--- src/rtl/seq_pattern_tx.sv ---
// seq_pattern_tx: MSB-first serial pattern transmitter with repeats and inter-frame gaps
module seq_pattern_tx #(
   parameter int MAX_LEN = 8,
   parameter int LEN_W   = 4,
   parameter int CNT_W   = 4
) (
   input  logic               clk,
   input  logic               reset_n,
   input  logic               start,
   input  logic               abort,
   input  logic [MAX_LEN-1:0] pattern,
   input  logic [LEN_W-1:0]   len,
   input  logic [CNT_W-1:0]   reps,
   input  logic [CNT_W-1:0]   gap,
   output logic               ser_out,
   output logic               ser_valid,
   output logic               busy,
   output logic               done,
   output logic               err
);
   typedef enum logic [1:0] {IDLE, SHIFT, GAP, DONE} state_t;
   state_t             state_q;
   logic [MAX_LEN-1:0] pat_q, sh_q, pat_al;
   logic [LEN_W-1:0]   len_q, bit_idx_q;
   logic [CNT_W-1:0]   reps_q, gap_q, rep_cnt_q, gap_cnt_q;
   logic               ser_out_q, ser_valid_q, busy_q, done_q, err_q;
   logic               legal, last_bit, last_rep;
   // request legality, MSB-aligned frame, and end-of-frame / end-of-transfer decode
   always_comb begin
      legal    = len != '0 && len <= LEN_W'(MAX_LEN) && reps != '0;
      pat_al   = pattern << (LEN_W'(MAX_LEN) - len);
      last_bit = bit_idx_q == len_q - LEN_W'(1);
      last_rep = rep_cnt_q == reps_q - CNT_W'(1);
   end
   // FSM with outputs registered for the state being entered
   always_ff @(posedge clk or negedge reset_n) begin
      if (!reset_n) begin
         state_q     <= IDLE;
         pat_q       <= '0;
         sh_q        <= '0;
         len_q       <= '0;
         reps_q      <= '0;
         gap_q       <= '0;
         bit_idx_q   <= '0;
         rep_cnt_q   <= '0;
         gap_cnt_q   <= '0;
         ser_out_q   <= 1'b0;
         ser_valid_q <= 1'b0;
         busy_q      <= 1'b0;
         done_q      <= 1'b0;
         err_q       <= 1'b0;
      end else begin
         ser_out_q   <= 1'b0;
         ser_valid_q <= 1'b0;
         busy_q      <= 1'b0;
         done_q      <= 1'b0;
         err_q       <= 1'b0;
         case (state_q)
            IDLE:
               if (start && legal) begin
                  pat_q       <= pat_al;
                  sh_q        <= pat_al;
                  len_q       <= len;
                  reps_q      <= reps;
                  gap_q       <= gap;
                  bit_idx_q   <= '0;
                  rep_cnt_q   <= '0;
                  ser_out_q   <= pat_al[MAX_LEN-1];
                  ser_valid_q <= 1'b1;
                  busy_q      <= 1'b1;
                  state_q     <= SHIFT;
               end else begin
                  err_q <= start;
               end
            SHIFT:
               if (abort) begin
                  state_q <= IDLE;
               end else if (!last_bit) begin
                  bit_idx_q   <= bit_idx_q + LEN_W'(1);
                  sh_q        <= sh_q << 1;
                  ser_out_q   <= sh_q[MAX_LEN-2];
                  ser_valid_q <= 1'b1;
                  busy_q      <= 1'b1;
               end else if (last_rep) begin
                  done_q  <= 1'b1;
                  state_q <= DONE;
               end else begin
                  rep_cnt_q <= rep_cnt_q + CNT_W'(1);
                  bit_idx_q <= '0;
                  busy_q    <= 1'b1;
                  if (gap_q == '0) begin
                     sh_q        <= pat_q;
                     ser_out_q   <= pat_q[MAX_LEN-1];
                     ser_valid_q <= 1'b1;
                  end else begin
                     gap_cnt_q <= gap_q;
                     state_q   <= GAP;
                  end
               end
            GAP:
               if (abort) begin
                  state_q <= IDLE;
               end else if (gap_cnt_q == CNT_W'(1)) begin
                  sh_q        <= pat_q;
                  ser_out_q   <= pat_q[MAX_LEN-1];
                  ser_valid_q <= 1'b1;
                  busy_q      <= 1'b1;
                  state_q     <= SHIFT;
               end else begin
                  gap_cnt_q <= gap_cnt_q - CNT_W'(1);
                  busy_q    <= 1'b1;
               end
            DONE:
               state_q <= IDLE;
            default:
               state_q <= IDLE;
         endcase
      end
   end
   assign ser_out   = ser_out_q;
   assign ser_valid = ser_valid_q;
   assign busy      = busy_q;
   assign done      = done_q;
   assign err       = err_q;
endmodule

--- config.mk ---
export PLATFORM = sky130hd
export DESIGN_NAME = seq_pattern_tx
export DESIGN_NICKNAME = d
export VERILOG_FILES = /design/src/rtl/seq_pattern_tx.sv
export SDC_FILE = /design/constraint.sdc
export NUM_CORES = 1
export LEC_CHECK = 0
export CAP_MARGIN = 30
export CORE_ASPECT_RATIO = 1.75
export CORE_UTILIZATION = 40
export CTS_BUF_LIST = sky130_fd_sc_hd__clkbuf_8
export DETAILED_ROUTE_END_ITERATION = 7
export PLACE_DENSITY = 0.65
export SYNTH_ARGS = -nofsm -noshare
export SYNTH_HDL_FRONTEND = slang
export SYNTH_SLANG_ARGS = --single-unit
--- constraint.sdc ---
create_clock -name clk -period 2.8 [get_ports clk]
set_input_delay 0.42 -clock clk [delete_from_list [all_inputs] [get_ports clk]]
set_output_delay 0.42 -clock clk [all_outputs]
set_load 0.005 [all_outputs]
==> metrics.csv <==
stage;metric;value;unit
clock_network;clk_path_buf_depth;2;
timing;fin_tns_setup;0;ps
synthesis;synth_warnings;0;
clock_network;clkSlewWorstSetupHoldPaths;80;ps
synthesis;synth_top_cells_by_area;sky130_fd_sc_hd__dfrtp_1 (39%), sky130_fd_sc_hd__mux2_2 (5.7%), sky130_fd_sc_hd__nand2_1 (5.1%);
global_route;grt_antenna_before_repair;0;
timing;unrepaired_setup_endpoints_after_global_routing;no;
status;outcome;complete, no violations;
worst_setup_path;worst-path-max-fanout;5;
min_path;worst_hold_depth;2;
pwr;power_density;1025;nW/um^2
cells_and_area;nFillCells;687;
detailed_routing;wirelength;6690;um
detailed_routing;remaining_drc_errors;0;
synthesis;synth_enable_flop_cells;0;
floorplan;core_area;7182;um^2
synthesis;postSynth.asyncResetShare;100.0;%
pwr;p_leak;1.560;nW
timing;skew;7.940;ps
timing;finalWorstPathRequiredPeriod;2406;ps
synthesis;most_area_hungry_cell_type_in_the_yosys_netlist;sky130_fd_sc_hd__dfrtp_1;
synthesis;ys_seq_elements;46;
worst_setup_path;critPathBufInv;3;
timing;fmax;415.7;MHz
clock_network;clock_tree.root_cell;sky130_fd_sc_hd__clkbuf_8;
worst_setup_path;crit_path_end_kind;register;
cells_and_area;post_route_cells_drive_above_1_share;16.38;%
pwr;seq_power_share;33.4;%
clock_network;clk_latency;310;ps
global_route;track_usage;19.99;%
detailed_routing;wl_per_cell;15.41;um
synthesis;fraction_of_the_yosys_area_taken_by_sequential_cells;39.02;%
placed_design;port-buffer-count;28;
clock_network;cts_repair_resize_count;0;
timing;finalSetupViolCount;0;
global_route;overflow;0;
floorplan;top_level_ports;29;
clock_network;cts_max_level;2;
floorplan;floorplan.die_area;7737;um^2
clock_network;cts.sink_count;46;
placed_design;place.gp.congestion;0.8610;
detailed_routing;vias;2404;
cells_and_area;post-route-cell-area;3490;um^2
worst_setup_path;cp.required;3020;ps
timing;setup_ws;394.3;ps
worst_setup_path;worst_path_max_delay_cell;sky130_fd_sc_hd__clkdlybuf4s50_1;
worst_setup_path;reg2reg_depth;8;
detailed_routing;via_per_instance_ratio;5.539;
min_path;timing.hold.worst.start;sh_q[0]$_DFFE_PN0P_;
pwr;total_power;0.003578;W
floorplan;floorplan.rows;41;
cells_and_area;insertedDiodeCount;0;
clock_network;cts_made_buffers;5;
global_route;first_global_vias;2515;
global_route;grt_start_max_net_pins;38;
global_route;grt_first_pass_wirelength;11630;um
cells_and_area;flow.area_growth_from_synthesis;18.28;%
pwr;power_switching_share;41.93;%
placed_design;dpl_cell_area;3388;um^2
pwr;p_clk_share;11.9;%
floorplan;starting_density_of_the_core;41.08;%
worst_setup_path;crit_path_cell_trace;clkdlybuf4s50_1 > inv_1 > ha_1 > nand2b_1 > xor2_1 > a31oi_1 > a311o_1 > buf_4 > o31ai_2;
synthesis;post-synth-top-area-fraction;39.02;%
floorplan;die-width;66.92;um
worst_setup_path;worst_path_largest_cell_delay;520;ps
pwr;netSwitchingPower;0.001500;W
timing;slew_margin_rel;63.61;%
placed_design;place.detailed.hpwl;5171;um
timing;worst-slew-pin-transition;545.8;ps
flow_run;cap_violations;0;
timing;timing_max_transition_violations_final;0;
synthesis;syn_nets;344;
worst_setup_path;critical_path.top_delay_family;compound AO/OA/AOI/OAI gates;
worst_setup_path;worst_r2r_startpoint;len_q[0]$_DFFE_PN0P_;
synthesis;post_syn_area_per_cell;9.548;um^2
floorplan;die_h;115.6;um
worst_setup_path;worst_ep_arrival_time;2620;ps
pwr;ir_drop;0.3392;mV
min_path;min-delay-path-class;register to register;
worst_setup_path;worst-r2r-setup-slack;400;ps
timing;final_hold_viol_count;0;
placed_design;placement.setup.worst_slack;84.85;ps
detailed_routing;drtAntennaViolNets;0;
synthesis;synth-main-ff-cell;sky130_fd_sc_hd__dfrtp_1;
clock_network;tritoncts_clock_tree;yes;
timing;post-route-period-util;85.92;%
synthesis;synth.cell_area;2950;um^2
min_path;endpoint_of_the_worst_hold_timing_path;sh_q[0]$_DFFE_PN0P_;
worst_setup_path;worst_setup_path_start_kind;primary input;
cells_and_area;final_util;48.59;%
detailed_routing;drtPass1Iterations;4;
synthesis;yosys_cell_types;58;
worst_setup_path;timing.setup.critical_path_class;primary input to register;
worst_setup_path;worst_r2r_endpoint;sh_q[5]$_DFFE_PN0P_;
detailed_routing;drt_first_iter_violations;109;
synthesis;postSynthCellCount;309;
pwr;share_comb_of_total_power;54.7;%
pwr;intPower;0.002078;W
cells_and_area;nNetsFinal;382;
==> through the flow <==
step | instances | hold WS [ps]
after floorplan | 309 | 124.4
after global placement | 424 | 464.7
after detailed placement | 425 | 307.9
after CTS | 434 | 495.2
after global routing | 434 | 518.9
final | 434 | 489.9
==> tightest hold or removal path, delay by kind of cell (launching register included) <==
| kind | cells | cell delay, ps |
|---|---|---|
| AO/OA/AOI/OAI | 1 | 60 |
| flip-flops | 1 | 350 |
| AND/OR/NAND/NOR | 1 | 50 |
==> worst max-delay path by stage <==
stage	start	end	slack, ps	cells past startpoint
after floorplan	len[0]	sh_q[6]$_DFFE_PN0P_	340	9
after global placement	len[1]	ser_out$_DFF_PN0_	140	9
after detailed placement	len[1]	sh_q[5]$_DFFE_PN0P_	80	9
after CTS	len_q[0]$_DFFE_PN0P_	sh_q[5]$_DFFE_PN0P_	370	8
after global routing	len[1]	sh_q[5]$_DFFE_PN0P_	240	9
final	len[1]	sh_q[5]$_DFFE_PN0P_	390	9
==> logic make-up after synthesis <==
group | synth area share, %
and+or+nand+nor | 19.21
AOI/OAI and AO/OA | 14.46
DFF | 39.02
buffers and inverters | 5.556
muxes | 12.00
xor gates and xnor gates | 5.089
adders and majority gates | 4.665
==> layer usage <==
layer	share of wire (%)	global-route usage (%)
met5	0	0
met1	38	20.53
met3	2.7	3.346
met4	3.8	10.35
met2	55	37.31
==> power groups by stage <==
stage,logic (W),clock network (W),registers (W)
2_1_floorplan,0.00152,0,0.00114
3_3_place_gp,0.00191,0,0.00120
3_5_place_dp,0.00196,0,0.00121
4_1_cts,0.00197,0.000443,0.00120
5_1_grt,0.00219,0.000463,0.00124
6_report,0.00196,0.000427,0.00119
==> state kept, by name, indices dropped and copies added, names as in the netlist, 2 cells and up <==
signal     count
pat_q          8
rep_cnt_q      4
gap_cnt_q      4
bit_idx_q      4
len_q          4
state_q        2
sh_q           7
reps_q         4
gap_q          4
==> what timing repair did <==
item / CTS / global route
buffers inserted: 0 / 0
hold buffers: 1 / 0
endpoints found under the hold margin: 9 / 0
==> layout by cell type (no fill, tap or decap), types with 2 or more instances in the layout <==
cell type                         netlist  layout
sky130_fd_sc_hd__xnor3_1                2       2
sky130_fd_sc_hd__nand3_2                2       2
sky130_fd_sc_hd__xnor2_1                6       6
sky130_fd_sc_hd__o21ai_1                6       6
sky130_fd_sc_hd__nand3_1               16      16
sky130_fd_sc_hd__nand2_1               40      40
sky130_fd_sc_hd__buf_4                  1      18
sky130_fd_sc_hd__a31oi_1                6       6
sky130_fd_sc_hd__mux2i_1               14      14
sky130_fd_sc_hd__a21oi_1               13      13
sky130_fd_sc_hd__or3_1                  2       2
sky130_fd_sc_hd__nand4_1                3       3
sky130_fd_sc_hd__dfrtp_1               46      46
sky130_fd_sc_hd__nor2_1                11      11
sky130_fd_sc_hd__nor3b_1                2       2
sky130_fd_sc_hd__a21o_1                 2       2
sky130_fd_sc_hd__xor2_1                 6       6
sky130_fd_sc_hd__nand3b_1               3       3
sky130_fd_sc_hd__nor3_1                 9       9
sky130_fd_sc_hd__o221a_2                2       2
sky130_fd_sc_hd__mux4_2                 2       2
sky130_fd_sc_hd__nand2b_1               3       3
sky130_fd_sc_hd__and3_1                 3       3
sky130_fd_sc_hd__clkdlybuf4s50_1        0      27
sky130_fd_sc_hd__clkbuf_8               1       6
sky130_fd_sc_hd__o32ai_1                3       3
sky130_fd_sc_hd__o221ai_1               3       3
sky130_fd_sc_hd__inv_1                 17      18
sky130_fd_sc_hd__ha_1                  11      11
sky130_fd_sc_hd__nor2b_1                2       2
sky130_fd_sc_hd__nand4b_1               2       2
sky130_fd_sc_hd__o21ai_0               17      17
sky130_fd_sc_hd__mux2_2                15      15
==> layout make-up <==
type | instances | area (um^2) | share of cell area (%)
Clock inverter | 2 | 8.758 | 0.2510
Timing Repair Buffer | 48 | 440.4 | 12.62
Tap cell | 86 | 107.6 | 3.084
Clock buffer | 6 | 82.58 | 2.366
Multi-Input combinational cell | 229 | 1635 | 46.86
Inverter | 17 | 63.81 | 1.829
Sequential cell | 46 | 1151 | 32.99
==> cells in the mapped netlist, types with 3 or more instances <==
cell and instances:
sky130_fd_sc_hd__ha_1 11, sky130_fd_sc_hd__a31oi_1 6, sky130_fd_sc_hd__nand2_1 40, sky130_fd_sc_hd__mux2i_1 14
sky130_fd_sc_hd__mux2_2 15, sky130_fd_sc_hd__o32ai_1 3, sky130_fd_sc_hd__a21oi_1 13, sky130_fd_sc_hd__clkbuf_1 7
sky130_fd_sc_hd__nor2_1 11, sky130_fd_sc_hd__nand3b_1 3, sky130_fd_sc_hd__nand3_1 16, sky130_fd_sc_hd__nand4_1 3
sky130_fd_sc_hd__xnor2_1 6, sky130_fd_sc_hd__o21ai_1 6, sky130_fd_sc_hd__nand2b_1 3, sky130_fd_sc_hd__and3_1 3
sky130_fd_sc_hd__nor3_1 9, sky130_fd_sc_hd__buf_2 6, sky130_fd_sc_hd__inv_1 17, sky130_fd_sc_hd__xor2_1 6
sky130_fd_sc_hd__o221ai_1 3, sky130_fd_sc_hd__o21ai_0 17, sky130_fd_sc_hd__dfrtp_1 46
Power figures use the tool's default switching activity.
